**src/rtl/branch_pht_if.sv**
```systemverilog
// rtl/branch_pht_if.sv - lookup/update/flush bundle between fetch/execute and the pattern history table
interface branch_pht_if #(
    parameter int INDEX_BITS = 6,
    parameter int GHR_BITS   = 6,
    parameter int PC_WIDTH   = 32
);
    logic                  lookup_valid;
    logic [PC_WIDTH-1:0]   lookup_pc;
    logic                  pred_valid;
    logic                  pred_taken;
    logic [INDEX_BITS-1:0] pred_index;
    logic                  upd_valid;
    logic [INDEX_BITS-1:0] upd_index;
    logic                  upd_taken;
    logic                  flush;
    logic [GHR_BITS-1:0]   ghr;

    modport master (
        output lookup_valid, lookup_pc, upd_valid, upd_index, upd_taken, flush,
        input  pred_valid, pred_taken, pred_index, ghr
    );

    modport slave (
        input  lookup_valid, lookup_pc, upd_valid, upd_index, upd_taken, flush,
        output pred_valid, pred_taken, pred_index, ghr
    );
endinterface

```
**src/rtl/branch_pht.sv**
```systemverilog
// rtl/branch_pht.sv - 2-bit counter branch direction table, bimodal or gshare (GSHARE_EN)
module branch_pht #(
    parameter int INDEX_BITS = 6,
    parameter int GHR_BITS   = 6,
    parameter int PC_WIDTH   = 32
) (
    input  logic         clk,
    input  logic         reset,
    branch_pht_if.slave  bus
);
    localparam int ENTRIES = 1 << INDEX_BITS;

    logic [1:0]            ctr [ENTRIES];
    logic [INDEX_BITS-1:0] lookup_index;
    logic [1:0]            upd_cur;
    logic [1:0]            upd_next;
    logic                  pred_valid_q;
    logic                  pred_taken_q;
    logic [INDEX_BITS-1:0] pred_index_q;

`ifdef GSHARE_EN
    logic [GHR_BITS-1:0] ghr_q;

    always_ff @(posedge clk or negedge reset) begin
        if (!reset) begin
            ghr_q <= '0;
        end else if (bus.upd_valid) begin
            ghr_q <= GHR_BITS'({ghr_q, bus.upd_taken});
        end
    end

    assign lookup_index = bus.lookup_pc[INDEX_BITS+1:2] ^ INDEX_BITS'(ghr_q);
    assign bus.ghr      = ghr_q;
`else
    assign lookup_index = bus.lookup_pc[INDEX_BITS+1:2];
    assign bus.ghr      = '0;
`endif

    always_comb begin
        upd_cur  = ctr[bus.upd_index];
        upd_next = upd_cur;
        if (bus.upd_taken) begin
            if (upd_cur != 2'b11) upd_next = upd_cur + 2'b01;
        end else begin
            if (upd_cur != 2'b00) upd_next = upd_cur - 2'b01;
        end
    end

    always_ff @(posedge clk or negedge reset) begin
        if (!reset) begin
            for (int i = 0; i < ENTRIES; i++) begin
                ctr[i] <= 2'b01;
            end
        end else if (bus.upd_valid) begin
            ctr[bus.upd_index] <= upd_next;
        end
    end

    // Lookup reads the pre-edge table, so a same-cycle update is not bypassed.
    always_ff @(posedge clk or negedge reset) begin
        if (!reset) begin
            pred_valid_q <= 1'b0;
            pred_taken_q <= 1'b0;
            pred_index_q <= '0;
        end else begin
            pred_valid_q <= bus.lookup_valid & ~bus.flush;
            if (bus.lookup_valid && !bus.flush) begin
                pred_taken_q <= ctr[lookup_index][1];
                pred_index_q <= lookup_index;
            end
        end
    end

    assign bus.pred_valid = pred_valid_q;
    assign bus.pred_taken = pred_taken_q;
    assign bus.pred_index = pred_index_q;
endmodule

```
**src/flat_wrapper.sv**
```systemverilog
// flat-port wrapper written by rule: the top's interface ports become plain ports
module branch_pht_flat 
#(
    parameter int INDEX_BITS = 6,
    parameter int GHR_BITS   = 6,
    parameter int PC_WIDTH   = 32
)
  (clk, reset, bus_lookup_valid, bus_lookup_pc, bus_upd_valid, bus_upd_index, bus_upd_taken, bus_flush, bus_pred_valid, bus_pred_taken, bus_pred_index, bus_ghr);
  branch_pht_if #(.INDEX_BITS(INDEX_BITS), .GHR_BITS(GHR_BITS), .PC_WIDTH(PC_WIDTH)) bus_i ();
  input  logic clk;
  input  logic reset;
  input wire logic [$bits(bus_i.lookup_valid)-1:0] bus_lookup_valid;
  input wire logic [$bits(bus_i.lookup_pc)-1:0] bus_lookup_pc;
  input wire logic [$bits(bus_i.upd_valid)-1:0] bus_upd_valid;
  input wire logic [$bits(bus_i.upd_index)-1:0] bus_upd_index;
  input wire logic [$bits(bus_i.upd_taken)-1:0] bus_upd_taken;
  input wire logic [$bits(bus_i.flush)-1:0] bus_flush;
  output wire logic [$bits(bus_i.pred_valid)-1:0] bus_pred_valid;
  output wire logic [$bits(bus_i.pred_taken)-1:0] bus_pred_taken;
  output wire logic [$bits(bus_i.pred_index)-1:0] bus_pred_index;
  output wire logic [$bits(bus_i.ghr)-1:0] bus_ghr;
  assign bus_i.lookup_valid = bus_lookup_valid;
  assign bus_i.lookup_pc = bus_lookup_pc;
  assign bus_i.upd_valid = bus_upd_valid;
  assign bus_i.upd_index = bus_upd_index;
  assign bus_i.upd_taken = bus_upd_taken;
  assign bus_i.flush = bus_flush;
  assign bus_pred_valid = bus_i.pred_valid;
  assign bus_pred_taken = bus_i.pred_taken;
  assign bus_pred_index = bus_i.pred_index;
  assign bus_ghr = bus_i.ghr;
  branch_pht #(.INDEX_BITS(INDEX_BITS), .GHR_BITS(GHR_BITS), .PC_WIDTH(PC_WIDTH)) u_core (.clk(clk), .reset(reset), .bus(bus_i));
endmodule
```
**config.mk**
```make
export PLATFORM = sky130hd
export DESIGN_NAME = branch_pht_flat
export DESIGN_NICKNAME = d
export VERILOG_FILES = /design/src/rtl/branch_pht_if.sv /design/src/rtl/branch_pht.sv /design/src/flat_wrapper.sv
export SDC_FILE = /design/constraint.sdc
export NUM_CORES = 1
export LEC_CHECK = 0
export BUFFER_PORTS_ARGS = -buffer_cell sky130_fd_sc_hd__buf_2
export CAP_MARGIN = 10
export CORE_MARGIN = 8
export CORE_UTILIZATION = 35
export DETAILED_ROUTE_END_ITERATION = 8
export GPL_ROUTABILITY_DRIVEN = 0
export SLEW_MARGIN = 10
export SYNTH_ARGS = -nofsm -noshare
export SYNTH_HDL_FRONTEND = slang
export SYNTH_SLANG_ARGS = --single-unit
```
**constraint.sdc**
```tcl
create_clock -name clk -period 3.48 [get_ports clk]
set_input_delay 1.044 -clock clk [delete_from_list [all_inputs] [get_ports clk]]
set_output_delay 1.044 -clock clk [all_outputs]
set_load 0.05 [all_outputs]
```
==> impl_metrics.yaml, run 1 <==
global_routing:
  antenna_found_initial: 0
  first_global_vias: 5489
  grt_max_degree: 66
  gr-total-overflow: 0
  grt_pass1_wl_um: 31300
  grt_usage: 0.168
cts:
  tritoncts: "done"
  cts-htree-levels: 4
  cts.path.max_buffers: 2
  cts.sinks: 136
  cts_root_buf: "clkbuf_16"
  cts.reportedPaths.clkPinSlew_ps: 60
  cts_setup_buffers: 0
  cts_hold_buf: 0
  numCtsBuffers: 17
  insertion_delay_ps: 430
critical_path:
  cp_slowest_stage_delay_ps: 480
  endpoint: "u_core.ctr[62]"
  crit_fanout: 36
  endpoint_kind: "flip-flop"
  cp-start-kind: "input port"
  ff2ff_path_depth: 8
  arrival_ps: 3730
  worstPathRequired_ps: 3830
  criticalPathCategory: "in2reg"
  reg2reg_setup_slack_ps: 680
  reg2reg_to: "u_core.ctr[62]"
  crit_slowest_cell: "mux4_2"
  crit_path_start: "bus_upd_index[0]"
  path_cells: "clkbuf_4 -> mux2_2 -> mux4_2 -> o21ai_1 -> o211ai_1 -> or3_1 -> maj3_2 -> buf_12 -> o21ai_0"
  r2r_start: "u_core.ctr[8]"
synth:
  yosysWarningCount: 0
  ys_ff_latch: 136
  synth_ff_type: "dfrtp_1"
  synthArstFlopShare: 1.00
  netlist_instances: 685
  seq_area_frac_synth: 0.504
  synth_edf_count: 0
  ys_types: 50
  synth_area_per_cell_um2: 10.1
  syn_area_um2: 6910
power_and_ir_drop:
  leakage_nw: 3.37
  pwr_density_cell_nw_per_um2: 546
  clkPwrFrac: 0.407
  p_int_mw: 3.30
  combPwrFrac: 0.156
  switching_share: 0.273
  p_switching_mw: 1.23
  ir_drop_uv: 307
  seqPwrFrac: 0.437
  finalPower_mw: 4.53
timing:
  finalCritPeriodShare: 0.971
  clock_skew_ps: 10.3
  drv_slew: 0
  timing.final.ws_setup_ps: 102
  slew_headroom: 0.582
  worst_slew_pin_slew_ps: 627
  rsz0062_at_grt: "no"
  fin_hold_ws_ps: 459
  hold_violations: 0
  tns_ps: 0
  timing.fmax_mhz: 296
  setup_viol: 0
  layout_min_cycle_time_ps: 3380
cells_and_area:
  area_delta_synth_final_pct: 20.1
  final_core_util: 0.428
  fillerInstances: 1879
  drive_above_1_share: 0.300
  stdcell_count: 1024
  final_area_um2: 8290
  diodes: 0
  fin_nets: 790
placed_design:
  numPlacedInstances: 992
  dpl-instance-area_um2: 7680
  numPortBuffers: 25
  dp_hpwl_um: 13400
  dpl_worst_slack_ps: -409
route:
  drt_iter0_markers: 428
  wl_per_cell_um: 18.6
  viasPerCell: 5.23
  drtAntennaViolNets: 0
  totalWireLength_um: 19000
  drc: 0
  dr_total_vias: 5360
  dr.pass1.iters: 5
status:
  outcome: "completed"
floorplan:
  core_area_um2: 19400
  pin_count: 58
  die_h_um: 156
  row_count: 51
  dieArea_um2: 24500
  die_x_um: 156
  initial_core_util: 0.356
min_path:
  worst_hold_path_type: "reg2reg"
job:
  drv_cap: 0
[synth_stat cells, types with 4 or more instances]
cell type	instances	area share
a21oi_1	5	0.0036
a221oi_1	4	0.0051
and3b_1	7	0.0089
buf_1	6	0.0033
buf_2	14	0.010
buf_4	7	0.0076
clkbuf_1	10	0.0054
clkbuf_2	7	0.0051
dfrtp_1	72	0.26
dfstp_2	64	0.24
mux2_2	16	0.026
mux2i_1	17	0.025
mux4_2	32	0.10
nand2_1	202	0.11
nand2b_1	4	0.0036
nand3_1	6	0.0043
nand3b_1	5	0.0054
nor2_1	12	0.0065
nor2b_1	6	0.0054
nor3_1	4	0.0029
o21ai_0	75	0.054
o21ai_1	62	0.045
[cell families (layout without fill, tap and decap cells)]
family                     Yosys count  after routing  synth area share
and+or+nand+nor                    256            256             0.157
AOI/OAI and AO/OA                  175            175             0.144
DFF                                136            136             0.504
muxes                               66             66             0.157
buffers and inverters               49            118            0.0342
adders and majority gates            2              2           0.00308
other                                1              6          0.000543
[power by group through the flow]
stage / clock [mW] / sequential (mW) / combinational [mW]
floorplan: 0 / 2.00 / 0.434
global placement: 0 / 2.00 / 0.693
detailed placement: 0 / 2.00 / 0.709
CTS: 1.88 / 1.98 / 0.709
global route: 1.94 / 2.01 / 0.784
finish: 1.85 / 1.98 / 0.705
[worst min-delay path by stage]
stage,startpoint,cells after the start,end,slack (ps)
2_1_floorplan,u_core.ctr[52],2,u_core.ctr[52],440
3_3_place_gp,u_core.ctr[94],2,u_core.ctr[94],450
3_5_place_dp,u_core.ctr[4],2,u_core.ctr[4],450
4_1_cts,u_core.ctr[112],2,u_core.ctr[112],460
5_1_grt,u_core.ctr[10],2,u_core.ctr[10],480
6_report,u_core.ctr[112],2,u_core.ctr[112],460
[routing by layer]
layer / GRT usage / vias to the layer above / routed length (µm)
met5: 0 / - / 0
met4: 0.0773 / 0 / 570
met3: 0.0359 / 33 / 1020
met2: 0.252 / 142 / 8560
met1: 0.230 / 2621 / 8870
li1: - / 2564 / -
[critical path, delay by kind of cell]
kind | cells | cell delay [ps]
AOI/OAI and AO/OA | 3 | 580
adders and majority gates | 1 | 370
buffers and inverters | 2 | 430
muxes | 2 | 860
and+or+nand+nor | 1 | 420
[final cells by class]
class / instances / area (µm²) / share of cell area
sequential: 136 / 3480 / 0.420
clock buffer: 20 / 447 / 0.0539
clock inverter: 12 / 153 / 0.0184
tap: 265 / 332 / 0.0400
timing repair buffer: 81 / 642 / 0.0774
multi-input combinational: 505 / 3220 / 0.388
inverter: 5 / 18.8 / 0.00226
[layout by cell type (no fill, tap or decap), types with 3 or more instances in the layout]
cell type / instances
dfstp_2: 64
nand3b_1: 5
and2_1: 3
o211ai_1: 3
nand3_1: 6
buf_12: 7
o21ai_1: 62
o2111ai_1: 3
buf_4: 49
inv_1: 3
a22o_1: 3
clkbuf_16: 17
bufinv_16: 3
clkinv_2: 3
nor2b_1: 6
nand2_1: 202
o21ai_0: 75
nor2_1: 12
conb_1: 6
dfrtp_1: 72
mux2_2: 16
nand2b_1: 4
and3b_1: 7
a221oi_1: 4
nor3_1: 4
mux4_2: 32
clkinvlp_4: 4
buf_2: 23
nor3b_1: 3
mux2i_1: 17
a21oi_1: 5
[sequential cells by signal, indices dropped and copies added, names as in the netlist]
signal and flops:
u_core.ctr 128, u_core.bus.pred_taken 1, u_core.bus.pred_valid 1, u_core.bus.pred_index 6
[what timing repair did]
action                                  in CTS  in global routing
hold endpoints to repair                     0                  0
endpoints found under the setup margin       0                 69
gates resized for setup                      0                  2
(Power assumes the default switching activity.)
==> run 2, diff against run 1 <==
REMOVE_ABC_BUFFERS = 1   (was unset)
==> run 2 against run 1 <==
Maximum frequency rose by 1.2%. Total power is 5.2% higher. Hold slack barely moved. Clock skew grew 2.6 ps. Via count shrank 0.67%. Critical path depth is the same. Combinational power rose by 2%. Global-route usage decreased by 0.47 points. Final area increased by 1.6%. Non-clock buffer count rose by 3. Largest power group is now the clock network. Highest routed layer unchanged.
==> impl_metrics.yaml, run 2 (synthesis results as in run 1) <==
floorplan:
  core_area_um2: 19400
  die_x_um: 156
  row_count: 51
  dieArea_um2: 24500
  die_h_um: 156
  initial_core_util: 0.356
  pin_count: 58
placed_design:
  numPlacedInstances: 995
  dpl_worst_slack_ps: -435
  dp_hpwl_um: 13500
  numPortBuffers: 25
  dpl-instance-area_um2: 7730
critical_path:
  worstPathRequired_ps: 3820
  cp-start-kind: "input port"
  arrival_ps: 3680
  crit_slowest_cell: "mux4_2"
  endpoint_kind: "flip-flop"
  cp_slowest_stage_delay_ps: 470
  path_cells: "clkbuf_4 -> mux2_2 -> mux4_2 -> o21ai_1 -> o211ai_1 -> or3_1 -> maj3_2 -> buf_4 -> o21ai_0"
  crit_fanout: 12
  criticalPathCategory: "in2reg"
cts:
  cts_setup_buffers: 0
  cts-htree-levels: 4
  tritoncts: "done"
  cts.path.max_buffers: 2
  cts.sinks: 136
  cts_hold_buf: 0
  insertion_delay_ps: 420
  numCtsBuffers: 17
  cts_root_buf: "clkbuf_16"
  cts.reportedPaths.clkPinSlew_ps: 60
timing:
  fin_hold_ws_ps: 459
  finalCritPeriodShare: 0.959
  drv_slew: 0
  worst_slew_pin_slew_ps: 534
  clock_skew_ps: 12.9
  timing.final.ws_setup_ps: 141
  setup_viol: 0
  slew_headroom: 0.643
  rsz0062_at_grt: "no"
  timing.fmax_mhz: 300
  hold_violations: 0
  layout_min_cycle_time_ps: 3340
global_routing:
  grt_pass1_wl_um: 30400
  first_global_vias: 5293
  grt_max_degree: 67
  grt_usage: 0.164
  gr-total-overflow: 0
  antenna_found_initial: 0
min_path:
  worst_hold_path_type: "reg2reg"
route:
  drtAntennaViolNets: 0
  totalWireLength_um: 19000
  drc: 0
  viasPerCell: 5.18
  dr_total_vias: 5324
  wl_per_cell_um: 18.5
  drt_iter0_markers: 423
  dr.pass1.iters: 5
cells_and_area:
  drive_above_1_share: 0.304
  fin_nets: 793
  area_delta_synth_final_pct: 22.0
  diodes: 0
  final_area_um2: 8420
  top_register: "u_core.ctr"
  layout_commonest_cell: "nand2_1"
  largest_reg_flops: 128
  stdcell_count: 1027
  final_cell_mix: "nand2_1 (202), o21ai_0 (75), dfrtp_1 (72)"
power_and_ir_drop:
  ir_drop_uv: 299
  leakage_nw: 3.44
  pwr_density_cell_nw_per_um2: 566
job:
  drv_cap: 0
status:
  outcome: "completed"
-- run 2: changes by cell type in the layout (fill, tap and decap cells not counted), sizes merged --
cell and change:
buf +3, clkinvlp -1, clkinv -2, bufinv +3
-- run 2: stage by stage --
| step | util | setup TNS (ps) | power, mW |
|---|---|---|---|
| after floorplan | - | -2600 | 2.39 |
| after global placement | 0.398 | -41230 | 2.70 |
| after detailed placement | 0.398 | -42160 | 2.72 |
| after CTS | 0.433 | 0 | 4.80 |
| after global routing | 0.434 | 0 | 4.96 |
| final | 0.434 | 0 | 4.77 |
-- run 2: path summary, 6_finish.rpt --
kind,from,to,slack (ps),cells past startpoint
worst min register to register,u_core.ctr[74],u_core.ctr[74],460,2
min in group asynchronous,reset,u_core.ctr[119],540,1
max in group asynchronous,reset,u_core.ctr[16],2150,2
worst max register to register,u_core.ctr[8],u_core.ctr[60],730,8
worst max-delay path,bus_upd_index[0],u_core.ctr[60],140,9
worst min-delay path,u_core.ctr[74],u_core.ctr[74],460,2
-- run 2: area by class of cell --
| class | instances | area (µm²) |
|---|---|---|
| repair buffers | 84 | 693 |
| well taps | 265 | 332 |
| fillers | 1866 | 11000 |
| multi-input cells | 505 | 3220 |
| inverters | 5 | 18.8 |
| clock inverters | 12 | 221 |
| flip-flops and latches | 136 | 3480 |
| clock buffers | 20 | 457 |
-- run 2: layer usage --
metal,vias up,share of wire,global-route usage
met1,2597,0.45,0.210
met4,0,0.026,0.0641
met5,-,0,0
met2,128,0.46,0.253
li1,2561,-,-
met3,38,0.061,0.0521
-- run 2: power by group --
part / leakage (nW) / total [mW] / internal [mW] / switching (mW)
sequential: 1.64 / 1.98 / 1.86 / 0.120
clock: 0.322 / 2.07 / 1.38 / 0.689
combinational: 1.47 / 0.719 / 0.308 / 0.411
total: 3.44 / 4.77 / 3.55 / 1.22
-- run 2: critical path: cells and delay by family --
family | cells | cell delay [ps]
buffers and inverters | 2 | 460
AO/OA/AOI/OAI | 3 | 540
adder cells (fa/ha/maj) | 1 | 390
AND/OR/NAND/NOR | 1 | 390
multiplexers | 2 | 830
-- run 2: timing repair --
item	4_1_cts	5_1_grt
endpoints found under the setup margin	0	128
hold endpoints to repair	0	0
gates resized for setup	0	3
